===== config.mk =====
export PLATFORM = sky130hd
export DESIGN_NAME = spi_tx_arbiter_flat
export DESIGN_NICKNAME = d
export VERILOG_FILES = /design/src/rtl/spi_tx_arbiter_if.sv /design/src/rtl/spi_tx_arbiter.sv /design/src/flat_wrapper.sv
export SDC_FILE = /design/constraint.sdc
export NUM_CORES = 1
export LEC_CHECK = 0
export ABC_AREA = 1
export CORE_MARGIN = 2
export CORE_UTILIZATION = 25
export DETAILED_ROUTE_END_ITERATION = 10
export REMOVE_ABC_BUFFERS = 1
export SKIP_LAST_GASP = 1
export SLEW_MARGIN = 20
export SYNTH_ARGS = -nofsm -noshare
export SYNTH_HDL_FRONTEND = slang
export SYNTH_SLANG_ARGS = --single-unit

===== constraint.sdc =====
create_clock -name In_clk -period 3.8 [get_ports In_clk]
set_input_delay 0.38 -clock In_clk [delete_from_list [all_inputs] [get_ports In_clk]]
set_output_delay 0.38 -clock In_clk [all_outputs]
set_load 0.01 [all_outputs]

===== src/rtl/spi_tx_arbiter_if.sv =====
// Requester and SPI-core handshake bundle shared by spi_tx_arbiter and its environment.
interface spi_tx_arbiter_if #(
    parameter int unsigned CH_NUM = 4
);
    localparam int unsigned GW = (CH_NUM > 1) ? $clog2(CH_NUM) : 1;

    logic [CH_NUM-1:0]   In_req;
    logic [8*CH_NUM-1:0] In_req_data;
    logic [CH_NUM-1:0]   Out_ack;
    logic [CH_NUM-1:0]   Out_done;
    logic [CH_NUM-1:0]   Out_err;
    logic [GW-1:0]       Out_grant;
    logic                Out_busy;
    logic                Out_tx_req;
    logic [7:0]          Out_tx_data;
    logic                In_tx_busy;

    // Arbiter side
    modport master (
        input  In_req, In_req_data, In_tx_busy,
        output Out_ack, Out_done, Out_err, Out_grant, Out_busy, Out_tx_req, Out_tx_data
    );

    // Requesters plus SPI core side
    modport slave (
        output In_req, In_req_data, In_tx_busy,
        input  Out_ack, Out_done, Out_err, Out_grant, Out_busy, Out_tx_req, Out_tx_data
    );
endinterface


===== src/rtl/spi_tx_arbiter.sv =====
// Round-robin arbiter sharing one SPI byte transmitter between CH_NUM level-request channels.
// All outputs are registered; ack/done/err are single-cycle one-hot pulses.
module spi_tx_arbiter #(
    parameter int unsigned CH_NUM        = 4,
    parameter int unsigned START_TIMEOUT = 16
) (
    input logic                In_clk,
    input logic                In_rst_n,
    spi_tx_arbiter_if.master   bus
);
    localparam int unsigned GW = (CH_NUM > 1) ? $clog2(CH_NUM) : 1;
    localparam int unsigned CW = (START_TIMEOUT < 1) ? 1 : $clog2(START_TIMEOUT + 1);

    typedef enum logic [1:0] {
        IDLE       = 2'd0,
        ISSUE      = 2'd1,
        WAIT_START = 2'd2,
        WAIT_DONE  = 2'd3
    } state_t;

    state_t            state_q, state_nx;
    logic [GW-1:0]     rr_q, rr_nx;
    logic [GW-1:0]     grant_q, grant_nx;
    logic [CW-1:0]     cnt_q, cnt_nx;
    logic [CH_NUM-1:0] ack_q, ack_nx;
    logic [CH_NUM-1:0] done_q, done_nx;
    logic [CH_NUM-1:0] err_q, err_nx;
    logic              tx_req_q, tx_req_nx;
    logic [7:0]        tx_data_q, tx_data_nx;
    logic              busy_q, busy_nx;

    logic [GW-1:0]     idx;
    logic [GW-1:0]     pick;
    logic [7:0]        pick_data;
    logic              any_req;
    logic [GW-1:0]     next_ptr;

    // Scan from the highest offset down so the set bit nearest rr_q is the last one kept.
    always_comb begin
        idx       = '0;
        pick      = '0;
        pick_data = '0;
        any_req   = 1'b0;
        for (int k = int'(CH_NUM) - 1; k >= 0; k--) begin
            idx = GW'((int'(rr_q) + k) % int'(CH_NUM));
            if (bus.In_req[idx]) begin
                pick    = idx;
                any_req = 1'b1;
            end
        end
        for (int c = 0; c < int'(CH_NUM); c++) begin
            if (pick == GW'(c)) begin
                pick_data = bus.In_req_data[8*c +: 8];
            end
        end
    end

    assign next_ptr = (grant_q == GW'(CH_NUM - 1)) ? '0 : grant_q + GW'(1);

    // Next-state and registered-output decode
    always_comb begin
        state_nx   = state_q;
        rr_nx      = rr_q;
        grant_nx   = grant_q;
        cnt_nx     = cnt_q;
        tx_req_nx  = 1'b0;
        tx_data_nx = tx_data_q;
        ack_nx     = '0;
        done_nx    = '0;
        err_nx     = '0;
        unique case (state_q)
            IDLE: begin
                if (!bus.In_tx_busy && any_req) begin
                    state_nx   = ISSUE;
                    grant_nx   = pick;
                    tx_data_nx = pick_data;
                    tx_req_nx  = 1'b1;
                    ack_nx     = CH_NUM'(1) << pick;
                end
            end
            ISSUE: begin
                state_nx = WAIT_START;
                cnt_nx   = '0;
            end
            WAIT_START: begin
                if (bus.In_tx_busy) begin
                    state_nx = WAIT_DONE;
                end else if (cnt_q == CW'(START_TIMEOUT)) begin
                    state_nx = IDLE;
                    err_nx   = CH_NUM'(1) << grant_q;
                    rr_nx    = next_ptr;
                    cnt_nx   = '0;
                end else begin
                    cnt_nx = cnt_q + CW'(1);
                end
            end
            WAIT_DONE: begin
                if (!bus.In_tx_busy) begin
                    state_nx = IDLE;
                    done_nx  = CH_NUM'(1) << grant_q;
                    rr_nx    = next_ptr;
                end
            end
            default: state_nx = IDLE;
        endcase
        busy_nx = (state_nx != IDLE);
    end

    always_ff @(posedge In_clk or negedge In_rst_n) begin
        if (!In_rst_n) begin
            state_q   <= IDLE;
            rr_q      <= '0;
            grant_q   <= '0;
            cnt_q     <= '0;
            tx_req_q  <= 1'b0;
            tx_data_q <= '0;
            ack_q     <= '0;
            done_q    <= '0;
            err_q     <= '0;
            busy_q    <= 1'b0;
        end else begin
            state_q   <= state_nx;
            rr_q      <= rr_nx;
            grant_q   <= grant_nx;
            cnt_q     <= cnt_nx;
            tx_req_q  <= tx_req_nx;
            tx_data_q <= tx_data_nx;
            ack_q     <= ack_nx;
            done_q    <= done_nx;
            err_q     <= err_nx;
            busy_q    <= busy_nx;
        end
    end

    assign bus.Out_ack     = ack_q;
    assign bus.Out_done    = done_q;
    assign bus.Out_err     = err_q;
    assign bus.Out_grant   = grant_q;
    assign bus.Out_busy    = busy_q;
    assign bus.Out_tx_req  = tx_req_q;
    assign bus.Out_tx_data = tx_data_q;
endmodule


===== src/flat_wrapper.sv =====
// flat-port wrapper written by rule: the top's interface ports become plain ports
module spi_tx_arbiter_flat 
#(
    parameter int unsigned CH_NUM        = 4,
    parameter int unsigned START_TIMEOUT = 16
)
  (In_clk, In_rst_n, bus_In_req, bus_In_req_data, bus_In_tx_busy, bus_Out_ack, bus_Out_done, bus_Out_err, bus_Out_grant, bus_Out_busy, bus_Out_tx_req, bus_Out_tx_data);
  spi_tx_arbiter_if #(.CH_NUM(CH_NUM)) bus_i ();
  input logic In_clk;
  input logic In_rst_n;
  input wire logic [$bits(bus_i.In_req)-1:0] bus_In_req;
  input wire logic [$bits(bus_i.In_req_data)-1:0] bus_In_req_data;
  input wire logic [$bits(bus_i.In_tx_busy)-1:0] bus_In_tx_busy;
  output wire logic [$bits(bus_i.Out_ack)-1:0] bus_Out_ack;
  output wire logic [$bits(bus_i.Out_done)-1:0] bus_Out_done;
  output wire logic [$bits(bus_i.Out_err)-1:0] bus_Out_err;
  output wire logic [$bits(bus_i.Out_grant)-1:0] bus_Out_grant;
  output wire logic [$bits(bus_i.Out_busy)-1:0] bus_Out_busy;
  output wire logic [$bits(bus_i.Out_tx_req)-1:0] bus_Out_tx_req;
  output wire logic [$bits(bus_i.Out_tx_data)-1:0] bus_Out_tx_data;
  assign bus_i.In_req = bus_In_req;
  assign bus_i.In_req_data = bus_In_req_data;
  assign bus_i.In_tx_busy = bus_In_tx_busy;
  assign bus_Out_ack = bus_i.Out_ack;
  assign bus_Out_done = bus_i.Out_done;
  assign bus_Out_err = bus_i.Out_err;
  assign bus_Out_grant = bus_i.Out_grant;
  assign bus_Out_busy = bus_i.Out_busy;
  assign bus_Out_tx_req = bus_i.Out_tx_req;
  assign bus_Out_tx_data = bus_i.Out_tx_data;
  spi_tx_arbiter #(.CH_NUM(CH_NUM), .START_TIMEOUT(START_TIMEOUT)) u_core (.In_clk(In_clk), .In_rst_n(In_rst_n), .bus(bus_i));
endmodule

==> results of run 1 <==
[power groups by stage]
stage | sequential, uW | clock [uW] | combinational, uW
floorplan | 568 | 0 | 738
global placement | 554 | 0 | 1100
detailed placement | 551 | 0 | 1120
CTS | 548 | 257 | 1120
global route | 564 | 276 | 1260
finish | 549 | 251 | 1110
[metrics by stage]
stage	instances	util (%)	hold WS, ns	power [uW]	setup WS (ns)
after global routing	412	35.5	0.535	2100	1.36
after detailed placement	404	34.4	0.494	1670	1.41
final	412	35.5	0.505	1910	1.65
after CTS	412	35.5	0.518	1930	1.65
after global placement	404	34.4	0.496	1650	1.43
after floorplan	239	-	0.0844	1310	2.05
[registers in the layout (all words and copies together) (netlist names)]
signal	count
u_core.cnt_q	5
u_core.rr_q	2
u_core.bus.Out_done	4
u_core.bus.Out_grant	2
u_core.bus.Out_err	4
u_core.state_q	2
u_core.bus.Out_tx_data	8
u_core.bus.Out_tx_req	1
u_core.bus.Out_ack	4
u_core.bus.Out_busy	1
[layer usage]
metal / vias up / track usage [%] / routed length (um) / part of all wire (%)
met1: 807 / 15.1 / 2260 / 49
met4: 0 / 2.99 / 18 / 0.39
met5: - / 0 / 0 / 0
met2: 64 / 18.0 / 2020 / 44
met3: 4 / 3.29 / 279 / 6.1
li1: 907 / - / - / -
[cell usage in the layout, fill, tap and decap left out]
cell | Yosys | final
nand2_2 | 7 | 7
nor3_1 | 12 | 12
o21ai_2 | 3 | 3
inv_6 | 1 | 1
inv_1 | 21 | 21
clkbuf_1 | 1 | 1
inv_2 | 3 | 3
nand3_1 | 38 | 38
a21oi_1 | 2 | 2
a22oi_1 | 1 | 1
o21ai_0 | 5 | 5
nand2_1 | 53 | 53
clkinv_2 | 0 | 2
clkbuf_8 | 0 | 5
dfrtp_1 | 33 | 33
xor2_1 | 2 | 2
clkdlybuf4s50_1 | 0 | 62
clkinv_1 | 1 | 1
inv_4 | 1 | 1
o22ai_1 | 1 | 1
o21bai_2 | 1 | 1
or2_2 | 1 | 1
ha_1 | 6 | 6
nor2_2 | 1 | 1
nand4_1 | 1 | 1
nand2_4 | 6 | 6
nor2_4 | 1 | 1
nor2_1 | 36 | 36
nand3_2 | 2 | 2
buf_4 | 1 | 1
[worst paths after layout]
path,from,endpoint,depth (start not counted)
setup / recovery,u_core.rr_q[0]$_DFFE_PN0P_,u_core.bus.Out_tx_data[4]$_DFFE_PN0P_,13
max in group asynchronous,In_rst_n,u_core.bus.Out_tx_data[3]$_DFFE_PN0P_,2
hold / removal,In_rst_n,u_core.bus.Out_done[3]$_DFF_PN0_,2
setup reg to reg,u_core.rr_q[0]$_DFFE_PN0P_,u_core.bus.Out_tx_data[4]$_DFFE_PN0P_,13
hold reg to reg,u_core.bus.Out_tx_data[6]$_DFFE_PN0P_,u_core.bus.Out_tx_data[6]$_DFFE_PN0P_,2
min in group In_clk,u_core.bus.Out_tx_data[6]$_DFFE_PN0P_,u_core.bus.Out_tx_data[6]$_DFFE_PN0P_,2
[cell type report]
cell class                      count  area (um^2)  share of cell area (%)
Tap cell                          102          128                    4.73
Multi-Input combinational cell    179          925                    34.3
Clock inverter                      2         10.0                   0.371
Timing Repair Buffer               63          628                    23.3
Clock buffer                        6         72.6                    2.69
Inverter                           27          109                    4.04
Sequential cell                    33          826                    30.6
[logic make-up after synthesis]
group | count (synthesis) | synth area share (%)
AOI/OAI and AO/OA | 13 | 4.48
xor gates and xnor gates | 2 | 0.909
adders and majority gates | 6 | 3.89
buffers and inverters | 34 | 9.21
DFF | 33 | 42.8
and+or+nand+nor | 158 | 38.7
[critical path, delay by kind of cell, from the launching register on]
kind	cells	cell delay, ns
buf+inv	2	0.24
flops	1	0.59
simple gates	11	1.19
==> results.py, run 1 <==
metrics = {
    "run_status": {
        "status": "completed",
    },
    "power_and_ir_drop": {
        "intPower_uw": 1020,
        "clockPowerShare_pct": 13.1,
        "p_sw_uw": 893,
        "p_sw_share_pct": 46.8,
        "leakagePower_uw": 0.00124,
        "ir_drop_v": 0.000270,
        "power_frac_comb_pct": 58.1,
        "pwr-share-seq_pct": 28.7,
        "power.density_nw_per_um2": 708,
    },
    "synthesis": {
        "post-synth-top-area-fraction_pct": 42.8,
        "dominantRegCellSynth": "dfrtp_1",
        "avgSynthCellArea_um2": 7.84,
        "ys_seq_elements": 33,
        "yosysWarnings": 0,
        "syn_inst": 246,
        "seq_area_frac_synth_pct": 42.8,
        "yosys.area.top_type": "dfrtp_1",
        "synthTopCellsByArea": "dfrtp_1, nand2_1, nand3_1",
        "synth-edff-count": 0,
        "synth_most_common_cell": "nand2_1",
        "async_flop_share_pct": 100,
        "synth_cell_types": 30,
        "ys_top_cells_by_count": "nand2_1, nand3_1, nor2_1, dfrtp_1, inv_1",
        "syn-cell-area_um2": 1930,
    },
    "cts": {
        "clk_pin_slew_ns": 0.07,
        "clock-sinks": 33,
        "ctsResizeCount": 0,
        "cts_buffers": 5,
        "root_buffer": "clkbuf_8",
        "h-tree-depth": 2,
        "cts_tree": "done",
        "post-cts-setup-buffers": 0,
        "clk_latency_ns": 0.28,
        "clockBufferDepth": 2,
        "hold_buffers": 0,
    },
    "floorplanning": {
        "core.rowCount": 32,
        "die-area_um2": 8430,
        "die_h_um": 91.8,
        "start_util_pct": 25.3,
        "core-area_um2": 7610,
        "pin_count": 63,
        "fp.dieW_um": 91.8,
    },
    "sta": {
        "skew_ns": 0.00803,
        "finalSetupViolCount": 0,
        "rsz0062_at_grt": "false",
        "slew_headroom_pct": 65.3,
        "slew_viol_final": 0,
        "fmax_mhz": 465,
        "tns_ns": 0,
        "finalHoldViolCount": 0,
        "worst_pin_slew_ns": 0.516,
        "finalCriticalPeriod_ns": 2.15,
        "finalCritPeriodShare_pct": 56.6,
    },
    "global_routing": {
        "antenna_found_initial": 0,
        "grt_usage_pct": 11.3,
        "grt_max_degree": 34,
        "grt_pass1_vias": 1764,
        "grt_overflow_total": 0,
        "grt_first_pass_wirelength_mm": 7.75,
    },
    "final_layout": {
        "area_growth_pct": 39.9,
        "final_layout_size_suffix_gt1_share_pct": 11.3,
        "final_cell_area_um2": 2700,
        "fillerInstances": 817,
        "nNetsFinal": 354,
        "antenna_cells": 0,
    },
    "job": {
        "drv_cap": 0,
    },
    "place": {
        "gp_congestion": 0.852,
        "port_buffers": 62,
        "place_hpwl_mm": 3.48,
        "dpl_cell_area_um2": 2620,
    },
    "routing": {
        "firstDrtPassIters": 7,
        "vias_per_cell": 4.33,
        "num_vias": 1782,
        "wirelength_mm": 4.58,
        "wl_per_cell_um": 11.1,
        "drc": 0,
        "drtAntennaViolNets": 0,
        "drt-initial-drc-count": 59,
    },
    "worst_setup_path": {
        "cp_slowest_cell": "dfrtp_1",
        "r2r_slack_ns": 1.65,
        "worstPathCellList": "inv_6, nand2_2, nand2_4, nand2_4, nand3_2, nor2_1, nor2_1, nor2_2, nor2_1, nand2_1, clkinv_1, nand2_1, nand3_1",
        "path_class": "flop to flop",
        "endpoint_kind": "flop",
        "critPathRequiredTime_ns": 3.95,
        "start_kind": "flop",
        "cp_common_cell": "nor2_1",
        "crit_arrival_ns": 2.31,
        "slowest_delay_ns": 0.59,
        "cp_max_fo": 12,
    },
    "hold_path": {
        "hp-class": "input port to asynchronous set/reset pin",
    },
}
No activity file was read; power rests on OpenSTA's default activity.
==> run 2: changes to the inputs <==
==> constraint.sdc (replaced) <==
create_clock -name In_clk -period 2.2 [get_ports In_clk]
set_input_delay 0.22 -clock In_clk [delete_from_list [all_inputs] [get_ports In_clk]]
set_output_delay 0.22 -clock In_clk [all_outputs]
set_load 0.01 [all_outputs]
==> results.py, run 2 (synthesis results as in run 1) <==
metrics = {
    "run_status": {
        "status": "completed",
    },
    "sta": {
        "slew_headroom_pct": 71.7,
        "finalHoldViolCount": 0,
        "slew_viol_final": 0,
        "finalSetupViolCount": 0,
        "tns_ns": 0,
        "worst_pin_slew_ns": 0.425,
        "skew_ns": 0.0104,
        "rsz0062_at_grt": "false",
        "fmax_mhz": 522,
        "finalCritPeriodShare_pct": 87.1,
        "finalCriticalPeriod_ns": 1.92,
    },
    "worst_setup_path": {
        "cp_max_fo": 15,
        "endpoint_kind": "flop",
        "crit_buf_inv": 3,
        "crit_arrival_ns": 2.09,
        "cp_slowest_cell": "dfrtp_2",
        "start_kind": "flop",
        "worstPathCellList": "inv_6, nand2_2, nand3_1, nand2_1, inv_2, nand2_1, nand3_1, nand2_2, buf_4, nand3_1, nand2_1, nand2_1, nand3_1",
        "critical_path.top_delay_family": "simple AND/OR/NAND/NOR gates",
        "critPathRequiredTime_ns": 2.38,
        "path_class": "flop to flop",
        "slowest_delay_ns": 0.50,
    },
    "cts": {
        "cts_buffers": 5,
        "post-cts-setup-buffers": 0,
        "hold_buffers": 0,
        "root_buffer": "clkbuf_8",
        "cts_tree": "done",
        "clock-sinks": 33,
        "clk_pin_slew_ns": 0.08,
        "clk_latency_ns": 0.29,
        "h-tree-depth": 2,
        "clockBufferDepth": 2,
    },
    "routing": {
        "drt-initial-drc-count": 83,
        "num_vias": 1815,
        "vias_per_cell": 4.35,
        "wl_per_cell_um": 11.2,
        "drc": 0,
        "wirelength_mm": 4.65,
        "drtAntennaViolNets": 0,
        "firstDrtPassIters": 5,
    },
    "floorplanning": {
        "die_h_um": 91.8,
        "fp.dieW_um": 91.8,
        "core-area_um2": 7610,
        "die-area_um2": 8430,
        "start_util_pct": 25.3,
        "pin_count": 63,
        "core.rowCount": 32,
    },
    "final_layout": {
        "largest_reg_flops": 8,
        "final_cell_mix": "clkdlybuf4s50_1, nand2_1, nand3_1",
        "final_core_util_pct": 36.4,
        "fillerInstances": 792,
        "mostFrequentLayoutCell": "clkdlybuf4s50_1",
        "final_cell_area_um2": 2770,
        "antenna_cells": 0,
        "area_growth_pct": 43.6,
        "final_layout_size_suffix_gt1_share_pct": 13.3,
        "final_cells": 417,
        "nNetsFinal": 359,
    },
    "hold_path": {
        "hp-class": "input port to asynchronous set/reset pin",
    },
    "place": {
        "place_hpwl_mm": 3.50,
        "port_buffers": 62,
        "place_inst": 409,
        "dpl_cell_area_um2": 2650,
        "gp_congestion": 0.843,
    },
    "global_routing": {
        "grt_pass1_vias": 1800,
        "grt_max_degree": 34,
        "antenna_found_initial": 0,
        "grt_first_pass_wirelength_mm": 8.03,
        "grt_overflow_total": 0,
        "grt_usage_pct": 11.9,
    },
    "power_and_ir_drop": {
        "leakagePower_uw": 0.00127,
        "power.density_nw_per_um2": 1280,
        "total_power_uw": 3530,
        "ir_drop_v": 0.000469,
    },
    "job": {
        "drv_cap": 0,
    },
}
==> run 2: cell count changes in the layout (fill, tap and decap cells not counted) <==
cell,delta
buf_4,+5
clkinvlp_4,+1
clkbuf_1,-1
clkinv_2,-2
dfrtp_1,-1
dfrtp_2,+1
bufinv_16,+1
clkinv_4,+1
==> run 2: power by group <==
group          leakage, uW  switching [uW]  internal (uW)
sequential        0.000422             157            789
clock            0.0000543             246            339
combinational     0.000797            1200            807
total              0.00127            1600           1940
==> run 2: cell type report <==
type                    count  area [um^2]  area share [%]
clock buffers               5         68.8            2.49
clock inverters             3         46.3            1.67
inverters                  27          109            3.93
multi-input cells         179          925            33.4
flip-flops and latches     33          827            29.9
well taps                 102          128            4.61
repair buffers             68          666            24.0
==> run 2: final timing paths <==
path                                                        from                                     to  slack, ns  cells after the start
min reg2reg                u_core.bus.Out_tx_data[7]$_DFFE_PN0P_  u_core.bus.Out_tx_data[7]$_DFFE_PN0P_       0.51                      2
max in group asynchronous                               In_rst_n             u_core.rr_q[0]$_DFFE_PN0P_       1.54                      2
max                                   u_core.rr_q[0]$_DFFE_PN0P_  u_core.bus.Out_tx_data[4]$_DFFE_PN0P_       0.28                     13
min                                                     In_rst_n       u_core.bus.Out_done[3]$_DFF_PN0_       0.33                      2
min in group In_clk                          bus_In_req_data[28]  u_core.bus.Out_tx_data[4]$_DFFE_PN0P_       0.50                      3
max reg2reg                           u_core.rr_q[0]$_DFFE_PN0P_  u_core.bus.Out_tx_data[4]$_DFFE_PN0P_       0.28                     13
==> run 2: repair_timing <==
item                                    CTS  global route
resized for setup                         0             1
hold endpoints to repair                  0             0
endpoints found under the setup margin    0             7
==> run 2: layer usage <==
metal  share of wire (%)  up-vias  GRT usage, %
li1                    -      919             -
met1                  46      814          14.7
met2                  45       71          19.4
met3                 6.9       11          3.45
met4                 1.8        0          4.85
met5                   0        -             0
==> run 2: worst reg2reg max path: cells and delay by family (launching register included) <==
kind / cells / cell delay, ns
flip-flops: 1 / 0.50
AND/OR/NAND/NOR: 10 / 0.86
buffers and inverters: 3 / 0.43
==> run 2: metrics by stage <==
stage	hold slack, ns	setup WS (ns)
floorplan	-0.0756	0.447
global placement	0.493	0.114
detailed placement	0.502	0.0714
CTS	0.343	0.168
global route	0.372	0.0867
finish	0.330	0.285
==> run 3: changes to the inputs <==
--- a/config.mk
+++ b/config.mk
@@ -6,9 +6,10 @@
 export NUM_CORES = 1
 export LEC_CHECK = 0
 export ABC_AREA = 1
-export CORE_MARGIN = 2
-export CORE_UTILIZATION = 25
+export CORE_MARGIN = 1
+export CORE_UTILIZATION = 46
 export DETAILED_ROUTE_END_ITERATION = 10
+export PLACE_DENSITY = 0.8
 export REMOVE_ABC_BUFFERS = 1
 export SKIP_LAST_GASP = 1
 export SLEW_MARGIN = 20
==> results.py, run 3 (synthesis results as in run 1) <==
metrics = {
    "cts": {
        "hold_buffers": 0,
        "clock-sinks": 33,
        "cts_tree": "done",
        "cts_buffers": 5,
        "h-tree-depth": 2,
        "clk_pin_slew_ns": 0.06,
        "root_buffer": "clkbuf_8",
        "clk_latency_ns": 0.28,
        "clockBufferDepth": 2,
    },
    "floorplanning": {
        "fp.dieW_um": 66.7,
        "core-area_um2": 4000,
        "pin_count": 63,
        "start_util_pct": 48.2,
        "die-area_um2": 4450,
        "core.rowCount": 23,
        "die_h_um": 66.7,
    },
    "worst_setup_path": {
        "cp_slowest_cell": "dfrtp_2",
        "crit_arrival_ns": 2.11,
        "critical_path.top_delay_family": "simple AND/OR/NAND/NOR gates",
        "start_kind": "flop",
        "endpoint_kind": "flop",
        "cp_common_cell": "nand3_1",
        "path_class": "flop to flop",
        "crit_buf_inv": 3,
        "cp_max_fo": 16,
        "critPathRequiredTime_ns": 2.37,
        "worstPathCellList": "inv_6, nand2_2, nand3_1, nand2_1, inv_2, nand2_1, nand3_1, nand2_2, buf_4, nand3_1, nand3_1, nor2_1, nor2_1",
        "slowest_delay_ns": 0.50,
    },
    "final_layout": {
        "antenna_cells": 0,
        "final_cell_mix": "clkdlybuf4s50_1, nand2_1, nand3_1",
        "final_core_util_pct": 66.9,
        "mostFrequentLayoutCell": "clkdlybuf4s50_1",
        "area_growth_pct": 38.7,
        "final_layout_size_suffix_gt1_share_pct": 12.7,
        "fillerInstances": 342,
        "largest_reg_flops": 8,
        "final_cells": 364,
        "nNetsFinal": 359,
    },
    "routing": {
        "drtAntennaViolNets": 0,
        "drc": 0,
        "firstDrtPassIters": 4,
        "num_vias": 1766,
        "vias_per_cell": 4.85,
        "wl_per_cell_um": 11.3,
        "wirelength_mm": 4.13,
        "drt-initial-drc-count": 88,
    },
    "sta": {
        "tns_ns": 0,
        "skew_ns": 0.00486,
        "finalCritPeriodShare_pct": 88.0,
        "slew_headroom_pct": 73.5,
        "finalCriticalPeriod_ns": 1.94,
        "worst_pin_slew_ns": 0.398,
        "rsz0062_at_grt": "false",
        "slew_viol_final": 0,
        "finalHoldViolCount": 0,
        "fmax_mhz": 517,
        "finalSetupViolCount": 0,
    },
    "place": {
        "port_buffers": 62,
        "place_hpwl_mm": 3.09,
        "gp_congestion": 0.869,
        "place_inst": 357,
    },
    "job": {
        "drv_cap": 0,
    },
    "global_routing": {
        "grt_usage_pct": 21.5,
        "antenna_found_initial": 0,
        "grt_max_degree": 34,
        "grt_pass1_vias": 1616,
        "grt_overflow_total": 0,
        "grt_first_pass_wirelength_mm": 7.05,
    },
    "power_and_ir_drop": {
        "total_power_uw": 3380,
        "leakagePower_uw": 0.00126,
        "power.density_nw_per_um2": 1260,
        "ir_drop_v": 0.000687,
    },
    "hold_path": {
        "hp-class": "input port to asynchronous set/reset pin",
    },
    "run_status": {
        "status": "completed",
    },
}
==> run 3: area by class of cell <==
class / instances / area [um^2] / area share (%)
Clock buffer: 7 / 86.3 / 3.23
Multi-Input combinational cell: 179 / 925 / 34.6
Timing Repair Buffer: 68 / 666 / 24.9
Inverter: 27 / 109 / 4.07
Sequential cell: 33 / 827 / 30.9
Tap cell: 50 / 62.6 / 2.34
==> run 3: per-layer routing <==
layer / vias to the layer above / global-route usage (%) / share of wire [%]
met4: 0 / 7.18 / 1.5
met2: 57 / 36.1 / 48
met1: 784 / 26.2 / 44
li1: 918 / - / -
met3: 7 / 5.99 / 6.1
met5: - / 0 / 0
==> run 3: where the power goes <==
part / switching, uW / leakage, uW / internal (uW)
clock network: 200 / 0.0000443 / 248
registers: 158 / 0.000422 / 791
logic: 1180 / 0.000797 / 806
total: 1540 / 0.00126 / 1840
==> run 3: stage by stage <==
step                      worst slack (ns)  instance area (um^2)  hold slack (ns)
after detailed placement            0.0846                  2590            0.488
after floorplan                      0.447                  1860          -0.0756
after global placement               0.169                  2590            0.492
after global routing                0.0908                  2680            0.383
after CTS                            0.173                  2670            0.361
final                                0.264                  2680            0.349
==> run 3: worst paths after layout <==
check,endpoint,cells after the start,from,slack (ns)
max,u_core.bus.Out_tx_data[0]$_DFFE_PN0P_,13,u_core.rr_q[0]$_DFFE_PN0P_,0.26
min reg2reg,u_core.bus.Out_tx_data[7]$_DFFE_PN0P_,2,u_core.bus.Out_tx_data[7]$_DFFE_PN0P_,0.51
max reg2reg,u_core.bus.Out_tx_data[0]$_DFFE_PN0P_,13,u_core.rr_q[0]$_DFFE_PN0P_,0.26
max in group asynchronous,u_core.rr_q[0]$_DFFE_PN0P_,2,In_rst_n,1.55
min,u_core.bus.Out_done[1]$_DFF_PN0_,2,In_rst_n,0.35
min in group In_clk,u_core.bus.Out_tx_data[3]$_DFFE_PN0P_,3,bus_In_req_data[27],0.50
==> run 3: worst reg2reg max path, stage by stage (launching register included) <==
cell and delay [ns]:
dfrtp_2 0.50, inv_6 0.13, nand2_2 0.07, nand3_1 0.11, nand2_1 0.08, inv_2 0.06
nand2_1 0.04, nand3_1 0.08, nand2_2 0.23, buf_4 0.24, nand3_1 0.08, nand3_1 0.08
nor2_1 0.09, nor2_1 0.05
==> run 3: repair_timing <==
item | in CTS | in global routing
buffers inserted | 0 | 0
gates resized for setup | 0 | 1
setup endpoints to repair | 0 | 3
endpoints found under the hold margin | 0 | 0
